### src/rtl/slc3_pkg.sv
// slc3_pkg: shared select encodings, memory FSM states and condition codes
package slc3_pkg;
    typedef enum logic [1:0] {PC_INC, PC_ADDR, PC_BUS, PC_HOLD} pcmux_t;
    typedef enum logic [1:0] {A2_ZERO, A2_OFF6, A2_OFF9, A2_OFF11} addr2mux_t;
    typedef enum logic [1:0] {ALU_ADD, ALU_AND, ALU_NOT, ALU_PASS} aluk_t;
    typedef enum logic [1:0] {IDLE, RD, WR} mem_state_t;
    localparam logic [2:0] CC_N = 3'b100;
    localparam logic [2:0] CC_Z = 3'b010;
    localparam logic [2:0] CC_P = 3'b001;
endpackage

### src/rtl/slc3_datapath_hs_if.sv
// slc3_datapath_hs_if: req/ack memory port between the datapath and memory
interface slc3_datapath_hs_if #(parameter int W = 16);
    logic         mem_req;
    logic         mem_we;
    logic         mem_ack;
    logic [W-1:0] mem_addr;
    logic [W-1:0] mem_wdata;
    logic [W-1:0] mem_rdata;
    modport master (output mem_req, mem_we, mem_addr, mem_wdata, input mem_rdata, mem_ack);
    modport slave (input mem_req, mem_we, mem_addr, mem_wdata, output mem_rdata, mem_ack);
endinterface

### src/rtl/slc3_mem_ctrl.sv
// slc3_mem_ctrl: memory access FSM with wait counter, timeout and held address/data
module slc3_mem_ctrl
    import slc3_pkg::*;
#(
    parameter int W       = 16,
    parameter int TIMEOUT = 255
) (
    input  logic               clk,
    input  logic               rst,
    input  logic               rd,
    input  logic               wr,
    input  logic [W-1:0]       addr,
    input  logic [W-1:0]       wdata,
    slc3_datapath_hs_if.master mem,
    output logic               busy,
    output logic               done,
    output logic               err_set,
    output logic               rd_done,
    output logic [W-1:0]       rd_data
);
    mem_state_t  state, state_nx;
    logic [15:0] cnt;
    logic        expire;

    // cnt is 0 in the first request cycle, so expiry lands on the TIMEOUT-th request cycle
    assign expire       = cnt == 16'(TIMEOUT - 1);
    assign busy         = state != IDLE;
    assign mem.mem_req  = busy;
    assign mem.mem_we   = state == WR;
    assign rd_done      = done && state == RD;
    assign rd_data      = mem.mem_ack ? mem.mem_rdata : '0;

    // state, wait counter and address/data captured at the start strobe
    always_ff @(posedge clk or posedge rst) begin
        if (rst) begin
            state         <= IDLE;
            cnt           <= '0;
            mem.mem_addr  <= '0;
            mem.mem_wdata <= '0;
        end else begin
            state <= state_nx;
            cnt   <= busy ? cnt + 16'd1 : '0;
            if (!busy && (rd || wr)) begin
                mem.mem_addr <= addr;
                if (!rd) mem.mem_wdata <= wdata;
            end
        end
    end

    // next state; a simultaneous read/write start is a read flagged as an error, ack beats expiry
    always_comb begin
        state_nx = state;
        done     = 1'b0;
        err_set  = 1'b0;
        if (!busy) begin
            state_nx = rd ? RD : wr ? WR : IDLE;
            err_set  = rd && wr;
        end else if (mem.mem_ack || expire) begin
            state_nx = IDLE;
            done     = 1'b1;
            err_set  = !mem.mem_ack;
        end
    end
endmodule

### src/rtl/slc3_datapath_hs.sv
// slc3_datapath_hs: parametrised single-bus SLC-3 datapath with handshaked memory port
module slc3_datapath_hs
    import slc3_pkg::*;
#(
    parameter int W       = 16,
    parameter int NREG    = 8,
    parameter int TIMEOUT = 255,
    parameter int LED_W   = 10
) (
    input  logic               Clk,
    input  logic               Reset,
    input  logic               LD_MAR, LD_MDR, LD_IR, LD_BEN, LD_CC, LD_REG, LD_PC, LD_LED,
    input  logic               GatePC, GateMDR, GateALU, GateMARMUX,
    input  logic               SR2MUX, ADDR1MUX, DRMUX, SR1MUX,
    input  logic [1:0]         PCMUX, ADDR2MUX, ALUK,
    input  logic               MEM_RD, MEM_WR,
    output logic               MEM_DONE, MEM_BUSY, MEM_ERR, BUS_ERR, BEN,
    output logic [W-1:0]       MAR, MDR, PC, IR,
    output logic [LED_W-1:0]   LED,
    slc3_datapath_hs_if.master mem
);
    localparam int RA = $clog2(NREG);

    logic [W-1:0]  regs [NREG];
    logic [W-1:0]  bus, sr1, sr2, alu_b, alu, addr1, addr2, addr_sum, pc_nx, rd_data;
    logic [RA-1:0] dr, sr1_a, sr2_a;
    logic [2:0]    cc, cc_nx;
    logic          conflict, mem_err_set, rd_done;
    pcmux_t        pcm;
    addr2mux_t     a2m;
    aluk_t         alk;

    assign pcm      = pcmux_t'(PCMUX);
    assign a2m      = addr2mux_t'(ADDR2MUX);
    assign alk      = aluk_t'(ALUK);
    assign dr       = DRMUX ? RA'(IR[11:9]) : RA'(NREG - 1);
    assign sr1_a    = RA'(SR1MUX ? IR[8:6] : IR[11:9]);
    assign sr2_a    = RA'(IR[2:0]);
    assign sr1      = regs[sr1_a];
    assign sr2      = regs[sr2_a];
    assign alu_b    = SR2MUX ? {{(W-5){IR[4]}}, IR[4:0]} : sr2;
    assign addr1    = ADDR1MUX ? sr1 : PC;
    assign addr2    = a2m == A2_OFF11 ? {{(W-11){IR[10]}}, IR[10:0]} :
                      a2m == A2_OFF9  ? {{(W-9){IR[8]}}, IR[8:0]} :
                      a2m == A2_OFF6  ? {{(W-6){IR[5]}}, IR[5:0]} : '0;
    assign addr_sum = addr1 + addr2;
    assign alu      = alk == ALU_ADD ? sr1 + alu_b :
                      alk == ALU_AND ? sr1 & alu_b :
                      alk == ALU_NOT ? ~sr1 : sr1;
    assign conflict = $countones({GatePC, GateMDR, GateALU, GateMARMUX}) > 1;
    assign bus      = conflict ? '0 : ({W{GatePC}} & PC) | ({W{GateMDR}} & MDR) |
                      ({W{GateALU}} & alu) | ({W{GateMARMUX}} & addr_sum);
    assign cc_nx    = bus == '0 ? CC_Z : bus[W-1] ? CC_N : CC_P;
    assign pc_nx    = pcm == PC_INC  ? PC + W'(1) :
                      pcm == PC_ADDR ? addr_sum :
                      pcm == PC_BUS  ? bus : PC;

    slc3_mem_ctrl #(.W(W), .TIMEOUT(TIMEOUT)) u_mem (
        .clk(Clk), .rst(Reset), .rd(MEM_RD), .wr(MEM_WR), .addr(MAR), .wdata(MDR),
        .mem(mem), .busy(MEM_BUSY), .done(MEM_DONE), .err_set(mem_err_set),
        .rd_done(rd_done), .rd_data(rd_data)
    );

    // architectural registers and sticky flags; MAR/MDR are frozen while an access is in flight
    always_ff @(posedge Clk or posedge Reset) begin
        if (Reset) begin
            MAR     <= '0;
            MDR     <= '0;
            IR      <= '0;
            PC      <= '0;
            cc      <= '0;
            BEN     <= 1'b0;
            LED     <= '0;
            MEM_ERR <= 1'b0;
            BUS_ERR <= 1'b0;
        end else begin
            if (LD_MAR && !MEM_BUSY) MAR <= bus;
            if (rd_done) MDR <= rd_data;
            else if (LD_MDR && !MEM_BUSY) MDR <= bus;
            if (LD_IR) IR <= bus;
            if (LD_PC) PC <= pc_nx;
            if (LD_CC) cc <= cc_nx;
            if (LD_BEN) BEN <= |(IR[11:9] & cc);
            if (LD_LED) LED <= IR[LED_W-1:0];
            MEM_ERR <= MEM_ERR | mem_err_set;
            BUS_ERR <= BUS_ERR | conflict;
        end
    end

    // register file write port
    always_ff @(posedge Clk or posedge Reset) begin
        if (Reset) for (int i = 0; i < NREG; i++) regs[i] <= '0;
        else if (LD_REG) regs[dr] <= bus;
    end
endmodule

### src/flat_wrapper.sv
// flat-port wrapper written by rule: the top's interface ports become plain ports
module slc3_datapath_hs_flat import slc3_pkg::*;
#(
    parameter int W       = 16,
    parameter int NREG    = 8,
    parameter int TIMEOUT = 255,
    parameter int LED_W   = 10
)
  (Clk, Reset, LD_MAR, LD_MDR, LD_IR, LD_BEN, LD_CC, LD_REG, LD_PC, LD_LED, GatePC, GateMDR, GateALU, GateMARMUX, SR2MUX, ADDR1MUX, DRMUX, SR1MUX, PCMUX, ADDR2MUX, ALUK, MEM_RD, MEM_WR, MEM_DONE, MEM_BUSY, MEM_ERR, BUS_ERR, BEN, MAR, MDR, PC, IR, LED, mem_mem_req, mem_mem_we, mem_mem_addr, mem_mem_wdata, mem_mem_rdata, mem_mem_ack);
  slc3_datapath_hs_if #(.W(W)) mem_i ();
  input  logic Clk;
  input  logic Reset;
  input  logic LD_MAR;
  input  logic LD_MDR;
  input  logic LD_IR;
  input  logic LD_BEN;
  input  logic LD_CC;
  input  logic LD_REG;
  input  logic LD_PC;
  input  logic LD_LED;
  input  logic GatePC;
  input  logic GateMDR;
  input  logic GateALU;
  input  logic GateMARMUX;
  input  logic SR2MUX;
  input  logic ADDR1MUX;
  input  logic DRMUX;
  input  logic SR1MUX;
  input  logic [1:0] PCMUX;
  input  logic [1:0] ADDR2MUX;
  input  logic [1:0] ALUK;
  input  logic MEM_RD;
  input  logic MEM_WR;
  output logic MEM_DONE;
  output logic MEM_BUSY;
  output logic MEM_ERR;
  output logic BUS_ERR;
  output logic BEN;
  output logic [W-1:0] MAR;
  output logic [W-1:0] MDR;
  output logic [W-1:0] PC;
  output logic [W-1:0] IR;
  output logic [LED_W-1:0] LED;
  output wire logic [$bits(mem_i.mem_req)-1:0] mem_mem_req;
  output wire logic [$bits(mem_i.mem_we)-1:0] mem_mem_we;
  output wire logic [$bits(mem_i.mem_addr)-1:0] mem_mem_addr;
  output wire logic [$bits(mem_i.mem_wdata)-1:0] mem_mem_wdata;
  input wire logic [$bits(mem_i.mem_rdata)-1:0] mem_mem_rdata;
  input wire logic [$bits(mem_i.mem_ack)-1:0] mem_mem_ack;
  assign mem_mem_req = mem_i.mem_req;
  assign mem_mem_we = mem_i.mem_we;
  assign mem_mem_addr = mem_i.mem_addr;
  assign mem_mem_wdata = mem_i.mem_wdata;
  assign mem_i.mem_rdata = mem_mem_rdata;
  assign mem_i.mem_ack = mem_mem_ack;
  slc3_datapath_hs #(.W(W), .NREG(NREG), .TIMEOUT(TIMEOUT), .LED_W(LED_W)) u_core (.Clk(Clk), .Reset(Reset), .LD_MAR(LD_MAR), .LD_MDR(LD_MDR), .LD_IR(LD_IR), .LD_BEN(LD_BEN), .LD_CC(LD_CC), .LD_REG(LD_REG), .LD_PC(LD_PC), .LD_LED(LD_LED), .GatePC(GatePC), .GateMDR(GateMDR), .GateALU(GateALU), .GateMARMUX(GateMARMUX), .SR2MUX(SR2MUX), .ADDR1MUX(ADDR1MUX), .DRMUX(DRMUX), .SR1MUX(SR1MUX), .PCMUX(PCMUX), .ADDR2MUX(ADDR2MUX), .ALUK(ALUK), .MEM_RD(MEM_RD), .MEM_WR(MEM_WR), .MEM_DONE(MEM_DONE), .MEM_BUSY(MEM_BUSY), .MEM_ERR(MEM_ERR), .BUS_ERR(BUS_ERR), .BEN(BEN), .MAR(MAR), .MDR(MDR), .PC(PC), .IR(IR), .LED(LED), .mem(mem_i));
endmodule
### config.mk
export PLATFORM = sky130hd
export DESIGN_NAME = slc3_datapath_hs_flat
export DESIGN_NICKNAME = d
export VERILOG_FILES = /design/src/rtl/slc3_pkg.sv /design/src/rtl/slc3_datapath_hs_if.sv /design/src/rtl/slc3_mem_ctrl.sv /design/src/rtl/slc3_datapath_hs.sv /design/src/flat_wrapper.sv
export SDC_FILE = /design/constraint.sdc
export NUM_CORES = 1
export LEC_CHECK = 0
export ABC_AREA = 1
export BUFFER_PORTS_ARGS = -buffer_cell sky130_fd_sc_hd__buf_2
export CAP_MARGIN = 20
export CORE_MARGIN = 5
export CORE_UTILIZATION = 50
export DETAILED_ROUTE_END_ITERATION = 6
export PLACE_DENSITY = 0.69
export SLEW_MARGIN = 25
export SYNTH_ARGS = -nofsm -noshare
export SYNTH_HDL_FRONTEND = slang
export SYNTH_SLANG_ARGS = --single-unit
### constraint.sdc
create_clock -name Clk -period 9.2 [get_ports Clk]
set_input_delay 1.38 -clock Clk [delete_from_list [all_inputs] [get_ports Clk]]
set_output_delay 1.38 -clock Clk [all_outputs]
set_load 0.01 [all_outputs]
==> run summary, run 1 <==
The largest fanout on the critical path is 19. The netlist uses 55 different library cells. STA classifies the critical path startpoint as an input pin. The floorplan step defined a die boundary enclosing 34900 um^2. Setup repair after global routing left no endpoint under its margin.

The minimum clock period came out at 5540 ps. The signal on the critical path passes through buf_2 -> o21ai_4 -> inv_1 -> nand3_1 -> nand2_1 -> o21ai_0 -> ha_1 -> fa_1 -> nand3_1 -> nand3_1 -> a21oi_1 -> o21ai_0 -> a21boi_0 -> or2_2 -> a31o_2 -> inv_1 -> nand2_1 -> nand2_1 -> nand3_1 -> nor2_1 -> nand2_1 -> nand2_1 -> nand2_1. The worst ir drop on vdd is 0.200 mV. The global-route wire length before repair is 79.8 mm.

The final clock skew is ~8 ps. Dividing the detail-routed wire length by the instance count gives roughly 19 um. Post-CTS timing repair inserted 0 buffers for setup.

The post-synthesis sequential element count came out at ~260. Across the run, the number of max-cap violations was 0. The required time at the endpoint of the critical path came out at between 9000 and 10000 ps.

The cell that appears most often on the critical path is nand2_1. After clock tree synthesis, the clock-pin slew on the worst setup and hold paths is roughly 60 ps. The number of setup violations in the final report came out at 0. From synthesis to final layout, the design area changed by 11.4%. The net count of the finished layout is between 2000 and 2500. Static timing analysis puts the maximum clock frequency at 181 MHz.

The via count of the first global-routing pass is between 10000 and 15000. The DRC violation count after routing came out at 0. For this run, the number of Yosys warnings is 0.

The TritonCTS clock tree is built. The worst slew slack as a fraction of its limit came out at 0.309. The count of endpoints failing hold in the final timing report is 0. The area inside the core boundary came out at 30700 um^2. Leaving out fill and tap cells, the most frequent cells in the layout are nand2_1, o21ai_0, dfrtp_1. Summed over all layers, the global routing overflow is 0.

Dividing the final minimum period by the clock period gives 0.602. The repair_antennas step left the layout with diodes totalling 0. At the worst endpoint, the arrival time is roughly 6000 ps.

The combined global-route utilization of all metal layers is 0.279. The combined area of all synthesized cells came out at around 16000 um^2. After clock tree synthesis, the repair step resized 0 gates. The slowest stage of the critical path belongs to the cell o21ai_4. The initial core utilization is 0.509. The total length of routed wires came out at between 50 and 60 mm. The post-place setup slack is between 3000 and 4000 ps. The maximum buffer depth of the clock tree is 3.

The port buffer count is ~160. The worst hold path startpoint is u_core.u_mem.cnt[11]. The total I/O pin count is between 150 and 200. The sink count of the clock tree is about 260. The reg-to-reg setup timing slack came out at just under 4000 ps. The timing startpoint of the critical path is SR1MUX. The maximum number of pins on one net before global-route repair came out at roughly 120.

The number of nets produced by synthesis is between 2000 and 2500. The number of DRC violations after detailed-routing iteration 0 came out at about 1700. The number of flops mapped to enable cells by yosys is 0. The number of fillers in the final layout came out at between 2000 and 3000. The share of synthesized area occupied by flip-flops and latches came out at 0.413. The width of the chip came out at ~190 um. In this run the clock root is driven by a clkbuf_16. The most common flop cell mapped by yosys is dfrtp_1. The total via count after detailed routing came out at roughly 15000. The reported leakage power came out at between 0.008 and 0.009 uW.

The final worst setup slack is approximately 3700 ps. The remaining number of nets flagged by the antenna check after routing is 0. The finished cells cover approximately 17000 um^2.

The most common library cell in the layout ignoring fill and taps is nand2_1. Adding up every negative setup slack in the final design gives 0 ps. The total power density per cell area came out at ~360 nW/um^2. The average cell area after synthesis came out at ~7.3 um^2. In this run the cell area measured after placement is between 15000 and 20000 um^2. After detailed routing, the number of vias per cell comes to just under 6.

The clock insertion delay at the later pin of the skew report came out at ~570 ps. The path type of the worst min-delay path is reg -> reg. The maximum level of the CTS H-tree came out at 1.

The proportion of register bits with asynchronous set or reset after synthesis is 1.00. The die height is between 150 and 200 um. The run finished with clean final reports.

Synthesis handed over a netlist of about 2100 instances. The worst setup path is captured at a flip-flop. In the final layout, the share of cells above drive strength 1 is 0.128. The actual transition at the worst max-transition pin is between 1000 and 1500 ps.

Detailed placement finished with a half-perimeter wire length of about 35 mm. The number of antenna violations at the first check in global routing came out at 1. On the worst path, the slowest cell contributes a delay of approximately 620 ps. The hold-fix buffer count after cts came out at 0.

The first detailed-routing pass ran for 6 iterations. In this run the core area contains 64 standard-cell rows. The critical path start-end classification is in -> reg.

The total CTS buffers is 29. The total count of max-transition violations in the final report came out at 0. The weighted congestion at the end of routability-driven global placement came out at ~0.94.

The startpoint identified for the worst register-to-register timing path is u_core.IR[9].
layer usage:
| layer | global-route usage | routed length (um) | up-vias |
|---|---|---|---|
| met4 | 0.0995 | 1980 | 2 |
| met5 | 0 | 7 | - |
| li1 | - | - | 7283 |
| met2 | 0.428 | 22000 | 669 |
| met3 | 0.0541 | 4360 | 126 |
| met1 | 0.397 | 22000 | 7289 |
critical path, delay by kind of cell:
family,cells,cell delay (ps)
fa+ha+maj,2,430
buf+inv,3,790
simple gates,12,1740
compound gates,6,1630
cells in the mapped netlist (all sizes together), types with 3 or more instances:
| library cell | n | area share |
|---|---|---|
| o211ai | 24 | 0.012 |
| clkbuf | 93 | 0.022 |
| buf | 38 | 0.017 |
| nand3 | 140 | 0.045 |
| a221o | 3 | 0.0019 |
| o221ai | 9 | 0.0050 |
| a41oi | 8 | 0.0045 |
| ha | 36 | 0.029 |
| nor2 | 137 | 0.033 |
| nand4 | 9 | 0.0036 |
| dfrtp | 258 | 0.41 |
| and2 | 3 | 0.0015 |
| fa | 3 | 0.0038 |
| a22oi | 19 | 0.0091 |
| a31oi | 25 | 0.010 |
| a21boi | 4 | 0.0019 |
| nor3 | 9 | 0.0029 |
| a21oi | 136 | 0.044 |
| mux2 | 18 | 0.013 |
| a32oi | 3 | 0.0017 |
| xor2 | 11 | 0.0062 |
| o21ai | 357 | 0.12 |
| nand2 | 561 | 0.14 |
| o22ai | 5 | 0.0020 |
| inv | 211 | 0.051 |
| xnor2 | 3 | 0.0017 |
cell type report:
cell class,count,area [um^2],area share
tap,396,495,0.0284
multi-input combinational,1541,7780,0.447
clock inverter,10,123,0.00704
sequential,258,6460,0.371
inverter,213,810,0.0464
clock buffer,41,831,0.0477
timing repair buffer,175,930,0.0533
state kept, by name (all words and copies together), names as in the netlist:
| signal | flops |
|---|---|
| u_core.u_mem.cnt | 16 |
| u_core.MDR | 16 |
| u_core.LED | 10 |
| u_core.BEN | 1 |
| u_core.MAR | 16 |
| u_core.u_mem.state | 2 |
| u_core.BUS_ERR | 1 |
| u_core.MEM_ERR | 1 |
| u_core.u_mem.mem.mem_addr | 16 |
| u_core.PC | 16 |
| u_core.regs | 128 |
| u_core.u_mem.mem.mem_wdata | 16 |
| u_core.cc | 3 |
| u_core.IR | 16 |
through the flow:
step           instances   util  hold slack, ps  power [uW]
6_report            2634  0.567             458        6210
5_1_grt             2634  0.567             468        6710
4_1_cts             2634  0.566             455        6190
3_5_place_dp        2583  0.535             447        5010
3_3_place_gp        2583  0.535             439        4950
2_1_floorplan       2143      -             423        4050
cells by family after synthesis:
| group | synth area share |
|---|---|
| AO/OA/AOI/OAI | 0.218 |
| XOR/XNOR | 0.00784 |
| adder cells (fa/ha/maj) | 0.0326 |
| buffers and inverters | 0.0905 |
| flip-flops | 0.413 |
| multiplexers | 0.0132 |
| AND/OR/NAND/NOR | 0.225 |
where the power goes:
group	total, uW	internal, uW	switching [uW]
combinational	3120	1050	2070
clock	1160	684	478
sequential	1930	1580	355
total	6210	3310	2900
path summary, 6_finish.rpt:
path,to,depth (start not counted)
setup / recovery,u_core.cc[0],23
hold / removal,u_core.u_mem.cnt[12],1
setup reg to reg,u_core.cc[0],25
hold reg to reg,u_core.u_mem.cnt[12],1
max in group asynchronous,u_core.LED[1],3
min in group asynchronous,u_core.u_mem.mem.mem_addr[6],2
No activity file was read; power rests on OpenSTA's default activity.
==> inputs of run 2 (changes only) <==
- PLACE_DENSITY: 0.69 -> 0.72
- clock period: 9.2 -> 4.9 ns (I/O delays scaled with it)
==> run 2 against run 1 <==
Register-to-register slack got worse by 3400 ps. Hold slack got worse by 260 ps. Final area increased by 2.1%. Non-clock buffer count increased by 34. Flip-flop and latch count unchanged. Final cell count increased by 1.4%. Via count increased by 0.36%. Sequential power increased by 88%. Clock power increased by 89%. Largest cell class unchanged.
==> run summary, run 2 (synthesized netlist as in run 1, its figures left out) <==
The flow ran to the end, and the final reports show no timing, DRC or antenna violations. The tightest min-delay check is of the in -> async type. The largest fanout on the critical path came out at 27.

The routed length on met2 is between 20 and 25 mm. The number of search-and-repair iterations in the first detailed-routing pass came out at 6. For this run, the number of standard cells in the final layout without fillers is about 2700. The maximum number of pins on one net before global-route repair is between 100 and 150.

The reg-to-reg startpoint is u_core.IR[9]. During I/O placement, the number of pins put on the boundary was between 150 and 200. The required time at the endpoint of the critical path came out at approximately 5400 ps.

The global-route wire length before repair came out at a little over 80 mm. Counting tap cells, the placed design contains a total of ~2600 instances. The number of setup violations in the final report is 0. The total power density per cell area came out at 666 nW/um^2.

The width of the chip came out at 187 um. More flip-flops sit in one register than any other, and that register is u_core.regs. The detailed-route vias per instance came out at 5.78. The actual transition at the worst max-transition pin is slightly below 1000 ps. The worst ir drop on vdd is 0.341 mV. The die height is between 150 and 200 um.

The via count of the first global-routing pass came to 14800. The delay of the slowest cell on the worst path is approximately 630 ps. Derived from the worst setup path, the maximum achievable clock frequency is ~220 MHz. The library cell used most frequently in the layout, excluding fill and tap cells, is nand2_1. The element type at the critical path end is a flip-flop. The sum of net half-perimeters after detailed placement came out at 36.2 mm. The total negative slack for setup checks came out at 0 ps. The routed layout has 15400 vias. Counting along the longest clock path gives a buffer depth of 3.

The highest signal layer in the routed design is met4. Hold repair after CTS inserted 0 buffers. In the final layout, the share of cells above drive strength 1 is 0.143. The total buffers and inverters traversed by the critical path came out at 1. The minimum clock period came out at between 4000 and 5000 ps.

The initial core utilization came out at 0.509. The count of endpoints failing hold in the final timing report is 0. TritonCTS built the clock tree. The timing startpoint of the critical path is u_core.IR[9]. Summed over all layers, the global routing overflow is 0.

CTS built an H-tree with a depth of 1. The flip-flop count of the largest register, all copies and words added came out at around 130. The cell occurring most often along the worst timing path is nand2_1. The average wire per standard cell is 19.2 um. The DRC violation count after routing came out at 0. The number of antenna violations at the first check in global routing came out at 6. The clock reaches the later pin of the worst-skew pair after between 500 and 600 ps. The port buffer count is 155. The area inside the core boundary is around 31000 um^2. The clock input transition at the sequential cells of the worst setup and hold paths is ~60 ps. The number of rows in the core area came out at 64. In the final design database the tool counted between 2000 and 2500 nets. The detail route stage leaves a number of antenna-violating nets equal to 0.

The cell family contributing the most delay on the critical path is simple AND/OR/NAND/NOR gates. The clock net in this run drives a total of around 260 sinks. The die covers roughly 35000 um^2. Detailed routing placed a total of roughly 4.1 mm of wire on met3. The endpoint arrival time on the critical path is 4920 ps. The final clock skew is roughly 24 ps. Dividing the final minimum period by the clock period gives 0.912.

Relative to the synthesized area, the layout overhead comes to 13.7%. In this run the tightest slew margin relative to its limit is 0.347. The number of DRC violations after detailed-routing iteration 0 is about 1700.

At the end of routability-driven placement, the weighted congestion stood at 0.925. STA classifies the critical path startpoint as a flip-flop. For this design the static power due to leakage is 0.00871 uW. The post-cts gate resize count is 0. The number of buffers inserted by post-CTS setup repair is 0. The CTS root buffer is clkbuf_16. The critical path is of the reg -> reg type. Setup repair after global routing left no endpoint under its margin. The combined global-route utilization of all metal layers is 0.286. The total CTS buffers came out at 29.

The total length of routed wires came out at 51.3 mm. The number of maximum-capacitance constraint violations is 0. Leaving out fill and tap cells, the most frequent cells in the layout are nand2_1, o21ai_0, dfrtp_1. For this design, the slowest cell found on the critical path is dfrtp_1. The routed length on met1 is roughly 22 mm. The total count of max-transition violations in the final report came out at 0.
run 2: cell count changes in the layout (fill, tap and decap cells not counted), sizes merged:
cell      delta
buf         +34
clkinvlp     +4
inv          -2
bufinv       -1
clkbuf       +1
clkinv       -1
diode        +1
run 2: stage by stage:
stage	setup WS, ps	total power [uW]	hold WS, ps	utilization	area (um^2)
final	433	11800	196	0.578	17800
after global routing	51.8	12800	212	0.578	17800
after CTS	556	11800	191	0.578	17800
after detailed placement	133	9570	437	0.547	16800
after global placement	255	9420	440	0.545	16800
after floorplan	765	7610	423	-	15600
run 2: report_power, final:
part / leakage, uW / total [uW] / internal, uW / switching [uW]
Clock: 0.000465 / 2190 / 1270 / 916
Sequential: 0.00328 / 3630 / 2960 / 670
Combinational: 0.00496 / 6030 / 2110 / 3920
Total: 0.00871 / 11800 / 6340 / 5510
run 2: routing by layer:
metal / global-route usage / vias to the layer above
li1: - / 7358
met5: 0 / -
met2: 0.450 / 678
met3: 0.0422 / 113
met1: 0.405 / 7275
met4: 0.104 / 0
run 2: path summary, 6_finish.rpt:
kind	slack [ps]	to	cells after the start
min in group Clk	400	u_core.IR[0]	2
worst max register to register	430	u_core.cc[0]	26
worst min register to register	440	u_core.u_mem.cnt[12]	1
worst min-delay path	200	u_core.regs[91]	3
worst max-delay path	430	u_core.cc[0]	26
max in group asynchronous	3690	u_core.u_mem.mem.mem_wdata[4]	5
run 2: final cells by class:
cell class,instances,area [um^2]
fill,2949,13000
antenna,1,2.50
sequential,258,6460
multi-input combinational,1541,7780
clock buffer,42,865
inverter,213,806
tap,396,495
clock inverter,10,86.3
timing repair buffer,209,1290
run 2: worst register-to-register path, cell delays in order (launching register included):
cell and delay, ps:
dfrtp_1 630, nand2_4 130, nand2_4 260, nand2_1 90, o211ai_1 110, nand3_1 90, nand2_1 170, o21ai_0 120
ha_1 220, fa_1 400, nand3_1 90, nand3_1 110, a21oi_1 350, o21ai_0 200, a21boi_0 320, o21ai_0 170
xor2_1 180, nand2_1 80, nand2_1 50, inv_1 50, nand2_1 50, nand2_1 90, nand2_1 70, nor2_1 160
nand2_1 80, nand2_1 60, nand2_1 40
